==> config.mk <==
export PLATFORM = sky130hd
export DESIGN_NAME = npu_fifo_flat
export DESIGN_NICKNAME = d
export VERILOG_FILES = /design/src/rtl/npu_fifo_if.sv /design/src/rtl/npu_fifo.sv /design/src/flat_wrapper.sv
export SDC_FILE = /design/constraint.sdc
export NUM_CORES = 1
export LEC_CHECK = 0
export ABC_AREA = 0
export BUFFER_PORTS_ARGS = -buffer_cell sky130_fd_sc_hd__buf_2
export CAP_MARGIN = 5
export CELL_PAD_IN_SITES_DETAIL_PLACEMENT = 1
export CELL_PAD_IN_SITES_GLOBAL_PLACEMENT = 2
export CORE_MARGIN = 4
export CORE_UTILIZATION = 49
export DETAILED_ROUTE_END_ITERATION = 10
export PLACE_DENSITY_LB_ADDON = 0.12
export SYNTH_ARGS = -nofsm -noshare
export SYNTH_HDL_FRONTEND = slang
export SYNTH_SLANG_ARGS = --single-unit
==> constraint.sdc <==
create_clock -name clk -period 3.6 [get_ports clk]
set_input_delay 0 -clock clk [delete_from_list [all_inputs] [get_ports clk]]
set_output_delay 0 -clock clk [all_outputs]
set_load 0.005 [all_outputs]
==> src/rtl/npu_fifo_if.sv <==
// Bus bundle for one npu_fifo instance: write/pop requests in, head word and status out.
// The producer/consumer side uses the master modport and the FIFO uses the slave modport.
interface npu_fifo_if #(
    parameter int DATA_WIDTH = 32,
    parameter int DEPTH      = 16
);
    localparam int ADDR_WIDTH = $clog2(DEPTH);

    logic [DATA_WIDTH-1:0] wr_data;
    logic                  we;
    logic                  re;
    logic                  clr_err;
    logic [DATA_WIDTH-1:0] rd_data;
    logic                  full;
    logic                  almost_full;
    logic                  empty;
    logic [ADDR_WIDTH:0]   count;
    logic                  overflow;
    logic                  underflow;

    modport master (
        output wr_data, we, re, clr_err,
        input  rd_data, full, almost_full, empty, count, overflow, underflow
    );

    modport slave (
        input  wr_data, we, re, clr_err,
        output rd_data, full, almost_full, empty, count, overflow, underflow
    );
endinterface

==> src/rtl/npu_fifo.sv <==
// Single-clock first-word-fall-through FIFO between the processor and the NPU,
// with sticky overflow/underflow flags. DEPTH must be a power of two, at least 2.
module npu_fifo #(
    parameter int DATA_WIDTH = 32,
    parameter int DEPTH      = 16,
    parameter int AF_THRESH  = DEPTH - 2
) (
    input  logic           clk,
    input  logic           rst_n,
    npu_fifo_if.slave      bus
);
    localparam int ADDR_WIDTH = $clog2(DEPTH);
    localparam logic [ADDR_WIDTH:0] AF_LEVEL = AF_THRESH[ADDR_WIDTH:0];

    logic [DATA_WIDTH-1:0] mem [DEPTH];
    logic [ADDR_WIDTH:0]   wr_ptr;
    logic [ADDR_WIDTH:0]   rd_ptr;
    logic                  overflow_q;
    logic                  underflow_q;

    logic                  full;
    logic                  empty;
    logic                  wr_ok;
    logic                  rd_ok;
    logic                  wr_reject;
    logic                  rd_reject;
    logic [ADDR_WIDTH:0]   count;

    // Pointers carry one extra wrap bit so full and empty are distinguishable.
    assign empty = (wr_ptr == rd_ptr);
    assign full  = (wr_ptr[ADDR_WIDTH-1:0] == rd_ptr[ADDR_WIDTH-1:0]) &&
                   (wr_ptr[ADDR_WIDTH] != rd_ptr[ADDR_WIDTH]);
    assign count = wr_ptr - rd_ptr;

    // A pop frees a slot in the same edge, so a full FIFO still accepts a paired write.
    assign wr_ok     = bus.we && (!full || bus.re);
    assign rd_ok     = bus.re && !empty;
    assign wr_reject = bus.we && full && !bus.re;
    assign rd_reject = bus.re && empty;

    // NOTE: sequential state uses non-blocking assignments so every register samples
    // pre-edge values; blocking here would create order-dependent simulation races.
    always_ff @(posedge clk or negedge rst_n) begin
        if (!rst_n) begin
            wr_ptr      <= '0;
            rd_ptr      <= '0;
            overflow_q  <= 1'b0;
            underflow_q <= 1'b0;
        end else begin
            if (wr_ok) wr_ptr <= wr_ptr + 1'b1;
            if (rd_ok) rd_ptr <= rd_ptr + 1'b1;
            // A new violation wins over a clear in the same cycle.
            overflow_q  <= wr_reject | (overflow_q  & ~bus.clr_err);
            underflow_q <= rd_reject | (underflow_q & ~bus.clr_err);
        end
    end

    // NOTE: the storage array has no reset; pointers alone define validity, and
    // leaving it unreset lets it map onto plain flops or RAM without reset muxes.
    always_ff @(posedge clk) begin
        if (wr_ok) mem[wr_ptr[ADDR_WIDTH-1:0]] <= bus.wr_data;
    end

    assign bus.rd_data     = empty ? '0 : mem[rd_ptr[ADDR_WIDTH-1:0]];
    assign bus.full        = full;
    assign bus.empty       = empty;
    assign bus.count       = count;
    assign bus.almost_full = (count >= AF_LEVEL);
    assign bus.overflow    = overflow_q;
    assign bus.underflow   = underflow_q;
endmodule

==> src/flat_wrapper.sv <==
// flat-port wrapper written by rule: the top's interface ports become plain ports
module npu_fifo_flat 
#(
    parameter int DATA_WIDTH = 32,
    parameter int DEPTH      = 16,
    parameter int AF_THRESH  = DEPTH - 2
)
  (clk, rst_n, bus_wr_data, bus_we, bus_re, bus_clr_err, bus_rd_data, bus_full, bus_almost_full, bus_empty, bus_count, bus_overflow, bus_underflow);
  npu_fifo_if #(.DATA_WIDTH(DATA_WIDTH), .DEPTH(DEPTH)) bus_i ();
  input  logic clk;
  input  logic rst_n;
  input wire logic [$bits(bus_i.wr_data)-1:0] bus_wr_data;
  input wire logic [$bits(bus_i.we)-1:0] bus_we;
  input wire logic [$bits(bus_i.re)-1:0] bus_re;
  input wire logic [$bits(bus_i.clr_err)-1:0] bus_clr_err;
  output wire logic [$bits(bus_i.rd_data)-1:0] bus_rd_data;
  output wire logic [$bits(bus_i.full)-1:0] bus_full;
  output wire logic [$bits(bus_i.almost_full)-1:0] bus_almost_full;
  output wire logic [$bits(bus_i.empty)-1:0] bus_empty;
  output wire logic [$bits(bus_i.count)-1:0] bus_count;
  output wire logic [$bits(bus_i.overflow)-1:0] bus_overflow;
  output wire logic [$bits(bus_i.underflow)-1:0] bus_underflow;
  assign bus_i.wr_data = bus_wr_data;
  assign bus_i.we = bus_we;
  assign bus_i.re = bus_re;
  assign bus_i.clr_err = bus_clr_err;
  assign bus_rd_data = bus_i.rd_data;
  assign bus_full = bus_i.full;
  assign bus_almost_full = bus_i.almost_full;
  assign bus_empty = bus_i.empty;
  assign bus_count = bus_i.count;
  assign bus_overflow = bus_i.overflow;
  assign bus_underflow = bus_i.underflow;
  npu_fifo #(.DATA_WIDTH(DATA_WIDTH), .DEPTH(DEPTH), .AF_THRESH(AF_THRESH)) u_core (.clk(clk), .rst_n(rst_n), .bus(bus_i));
endmodule
# After elaboration in Yosys (flattened, before gate mapping)
# Memory sizes are Yosys's and may differ from the RTL's.
# Cells that the tools add are included.
[op_classes] add_sub_neg=3 n_lt_le_gt_ge=1 n_eq_ne=3 mux=3 bitwise=5 reduce_logical=10
[ops] op="2-to-1 mux 32 bit" count=1
[ops] op="adder 5 x 1 -> 5 bit, second input constant" count=2
[ops] op="logical AND 1 bit" count=6
[ops] op="== test 5 bit" count=1
[ops] op=">= comparator 5 x 4 -> 1 bit, second input constant" count=1
[ops] op="subtractor 5 bit" count=1
[ops] op="== test 4 bit" count=1
[ops] op="logical NOT 1 bit" count=3
[ops] op="AND 1 bit" count=2
[ops] op="2-to-1 mux 1 bit" count=2
[ops] op="OR 1 bit" count=2
[ops] op="logical OR 1 bit" count=1
[ops] op="!= test 1 bit" count=1
[ops] op="NOT 1 bit" count=1
[totals] register_bits=12 ram_bits=512 in_bits=37 output_inout_bits=42 elab_cells=30 mem_count=1
[memory_table] memory="u_core.mem" depth=16 word_bits=32 rd=1 rd_clocked_by_memory_dff=0 write_ports=1 line_no="npu_fifo.sv:15" source="logic [DATA_WIDTH-1:0] mem [DEPTH];"

# Depth between registers and ports, before layout
[logic_depth] word_depth=7 ltp_mapped=11 depth_no_buf=8

# Worst setup path after synthesis
# OpenSTA, ideal clock, no wires.
[synth_timing] kind="reg2reg" start="reg u_core.rd_ptr[1]" end="mem u_core.mem[3][0] (enable)" setup_time_ns=0.392 arrival_ns=2.899 required_time_ns=3.208 path_slack_ns=0.309 stages_incl_launch_ff=10 period_less_slack_ns=3.291 cell_sequence="dfrtp_1 > clkbuf_1 > buf_2 > clkinv_1 > clkbuf_1 > ha_1 > nand4_1 > o31a_1 > clkbuf_1 > and3_1"
[synth_via] elab_chain_len=7
[synth_lines] item="start: declaration" line_no="npu_fifo.sv:17" source="logic [ADDR_WIDTH:0] rd_ptr;"
[synth_lines] item="start signal: assignment" line_no="npu_fifo.sv:51" source="if (rd_ok) rd_ptr <= rd_ptr + 1'b1;"
[synth_lines] item="== test 4 bit" line_no="npu_fifo.sv:31" source="assign full = (wr_ptr[ADDR_WIDTH-1:0] == rd_ptr[ADDR_WIDTH-1:0]) &&"
[synth_lines] item="logical AND 1 bit" line_no="npu_fifo.sv:31"
[synth_lines] item="logical NOT 1 bit" line_no="npu_fifo.sv:36" source="assign wr_ok = bus.we && (!full || bus.re);"
[synth_lines] item="logical OR 1 bit" line_no="npu_fifo.sv:36"
[synth_lines] item="logical AND 1 bit" line_no="npu_fifo.sv:36"
[synth_lines] item="2-to-1 mux 1 bit" line_no="npu_fifo.sv:61" source="if (wr_ok) mem[wr_ptr[ADDR_WIDTH-1:0]] <= bus.wr_data;"
[synth_lines] item="2-to-1 mux 1 bit (implied by the code)" line_no="npu_fifo.sv:61"
[synth_lines] item="end: declaration" line_no="npu_fifo.sv:15"
# Every way passes these cells.

# Worst setup path after layout
[layout_timing] start="reg u_core.rd_ptr[3]" end="out bus_rd_data[23]"
[layout_via] elab_chain_len=2 word_cells_on_any_way=3
[layout_lines] item="memory read (16 x 32 bit) / == test 5 bit (equally long branches)"
[layout_lines] item="2-to-1 mux 32 bit (*)" line_no="npu_fifo.sv:64" source="assign bus.rd_data = empty ? '0 : mem[rd_ptr[ADDR_WIDTH-1:0]];"
[layout_lines] item="end: declaration" line_no="flat_wrapper.sv:16" source="output wire logic [$bits(bus_i.rd_data)-1:0] bus_rd_data;"
# Mark *: on every way between the ends. The rest lies on a longest branch, timed or not.

==> results.yml <==
sta:
  setup_viol: 0
  slew_headroom_pct: 34.5
  tightest_slew_ns: 0.983
  worst_clock_skew_ns: 0.0139
  max_freq_ghz: 0.295
  post-route-period-util_pct: 94.3
  period_needed_ns: 3.39
  hold_violations: 0
  slew_viol_final: 0
floorplan:
  core_mm2: 0.0409
  die_w_um: 212
  die_area_mm2: 0.0447
  dieHeight_um: 212
  initial_core_util_pct: 49.6
  num_rows: 74
  num_io_pins: 79
setup_path:
  critPathLaunchType: "flip-flop"
  reg2reg_depth: 7
  critPathMaxFanout: 10
  r2r_start: "u_core.rd_ptr[3]"
  worst-setup-path-type: "flip-flop to primary output"
  r2r_setup_slack_ns: 0.33
  critPathCaptureType: "primary output"
  cp_data_arrival_time_ns: 3.39
  critPathRequiredTime_ns: 3.60
  rr_endpoint: "u_core.mem[10][28]"
cells_and_area:
  area_delta_synth_final_pct: 16.8
  fin_nets: 1147
  final_area_mm2: 0.0237
  n_antenna_cell: 0
  final_layout_size_suffix_gt1_share_pct: 29.2
pwr:
  total_power_mw: 19.0
  p_leak_nw: 7.89
  ir_worst_vdd_uv: 469
  p_per_area_mw_per_mm2: 803
logic_synthesis:
  yosysTopAreaCell: "edfxtp_1"
  ys_ff_latch: 524
  ys.flop_type: "edfxtp_1"
  syn_area_per_cell_um2: 21.5
  netlist_area_mm2: 0.0203
  synth.net_count: 992
  synth-seq-area-share_pct: 77.2
  synthTopCellsByArea: "edfxtp_1 76%, mux4_2 14%, nand2_1 1.8%"
  ys.warnings.count: 0
  yosysTopAreaCellShare_pct: 75.8
  synth-async-reset-ratio_pct: 2.29
  synth-edff-count: 512
  synthCells: 945
  synth_cell_type_count: 42
grt:
  grt_pass1_wl_um: 68500
  grt_antenna_before_repair: 0
  track_usage_pct: 20.6
  grt_pass1_vias: 10483
  grt_start_max_net_pins: 67
  gr-total-overflow: 0
clocking:
  post_cts_resized: 0
  clockBufferDepth: 3
  htreeDepth: 2
  cts_buffers: 53
  clkSlewWorstSetupHoldPaths_ns: 0.06
  numClockSinks: 524
  clock_latency_ns: 0.59
  cts_tree: "yes"
  cts-root-buf: "clkbuf_16"
min_path:
  worstHoldEndpoint: "u_core.bus.overflow"
  hp-start: "bus_clr_err"
  holdPathStages: 4
  hold_class: "input port to flip-flop"
route:
  wl_met2_um: 22500
  num_vias: 9719
  first_pass_iters: 6
  finalWirelength_um: 45600
  drc_errors: 0
  antenna_left: 0
  routedWlPerCell_um: 27.2
  dr.max_layer_used: "met4"
  met1Wirelength_um: 20300
  first_iter_violations: 834
  via_per_inst: 5.80
  dr_wl_met3_um: 2140
placement:
  gp_congestion: 0.705
  dp_hpwl_um: 25800
  placed_area_mm2: 0.0216
  port_buffers: 78
run_status:
  status: "complete, no violations"
run:
  maxCapViolations: 0
cells in the final DEF (no fill, tap or decap), drive strengths merged, types with 2 or more instances in the layout:
master       count
edfxtp         512
mux4           126
buf            109
nand2           97
clkbuf          68
dlygate4sd3     38
nor2b           33
a221o           30
clkinv          22
and3            12
dfrtp           12
inv             11
ha               9
xnor2            8
bufinv           6
and2             6
o21ai            6
mux2i            5
nand3            4
xor2             4
nand4            4
nor2             3
a21oi            2
clkinvlp         2
final cells by class:
type / instances / area [um2]
clock buffer: 68 / 1430
tap: 532 / 666
inverter: 10 / 37.5
sequential: 524 / 15700
clock inverter: 31 / 298
fill: 3507 / 17200
timing repair buffer: 147 / 1200
multi-input combinational: 364 / 4380
layer usage:
| layer | vias up | GRT usage, % |
|---|---|---|
| met4 | 0 | 4.44 |
| met3 | 48 | 2.95 |
| li1 | 4208 | - |
| met2 | 237 | 33.3 |
| met1 | 5226 | 30.7 |
| met5 | - | 0 |
how the worst max path moves through the flow:
stage,from,to,slack (ns),cells past startpoint
global placement,u_core.rd_ptr[3],u_core.mem[10][17],0.67,7
floorplan,u_core.rd_ptr[1],u_core.mem[3][0],0.31,9
CTS,u_core.rd_ptr[3],bus_rd_data[8],0.04,8
global route,u_core.rd_ptr[3],bus_rd_data[28],-0.02,7
detailed placement,u_core.rd_ptr[3],u_core.mem[8][21],0.52,7
finish,u_core.rd_ptr[3],bus_rd_data[23],0.21,7
sequential cells by signal, summed over array words and instances, names as in the netlist:
| name | flops |
|---|---|
| u_core.wr_ptr | 5 |
| u_core.bus.overflow | 1 |
| u_core.rd_ptr | 5 |
| u_core.mem | 512 |
| u_core.bus.underflow | 1 |
power breakdown:
group / total [mW] / internal (mW) / switching, mW / leakage (nW)
logic: 6.02 / 2.73 / 3.29 / 2.28
clock network: 5.43 / 3.22 / 2.21 / 0.838
registers: 7.59 / 7.36 / 0.221 / 4.77
per-stage QoR:
stage          worst slack (ns)  setup TNS (ns)  instances  utilization (%)  hold WS [ns]
6_report                  0.206               0       1676             57.9         0.271
3_3_place_gp              0.667               0       1537             52.7       -0.0836
2_1_floorplan             0.309               0        945                -        -0.296
4_1_cts                  0.0414               0       1674             57.9         0.238
5_1_grt                 -0.0230         -0.0902       1676             57.9         0.271
3_5_place_dp              0.518               0       1537             52.7       -0.0811
worst max-delay path, stage by stage, from the launching register on:
cell and delay (ns):
dfrtp_1 0.54, inv_1 0.16, ha_1 0.38, nand4_1 0.37
o21ai_2 0.83, nor2b_1 0.14, a221o_1 0.29, buf_2 0.12
synth_stat cells (2+ instances only):
cell,instances
ha_1,9
and3_1,12
a221o_1,30
nand4_1,4
buf_2,13
mux4_2,126
xnor2_1,7
nand3_1,4
xor2_1,4
o21ai_0,4
nor2b_1,33
nand2_1,97
inv_1,8
dfrtp_1,12
clkbuf_1,24
buf_4,4
and2_1,6
a21oi_1,2
mux2i_1,5
edfxtp_1,512
buf_6,6
nor2_1,3
cell families (layout without fill, tap and decap cells):
kind of cell | count (synthesis) | in the layout | share of synthesized area [%]
buffers and inverters | 58 | 256 | 1.45
adders and majority gates | 10 | 10 | 0.654
muxes | 131 | 131 | 14.2
DFF | 524 | 524 | 77.2
xor gates and xnor gates | 12 | 12 | 0.555
AOI/OAI and AO/OA | 47 | 48 | 2.08
and+or+nand+nor | 163 | 163 | 3.79
timing repair:
item	CTS	global route
hold buffers	38	0
setup endpoints to repair	0	10
endpoints found under the hold margin	531	0
buffers inserted	0	1
Power figures use the tool's default switching activity.
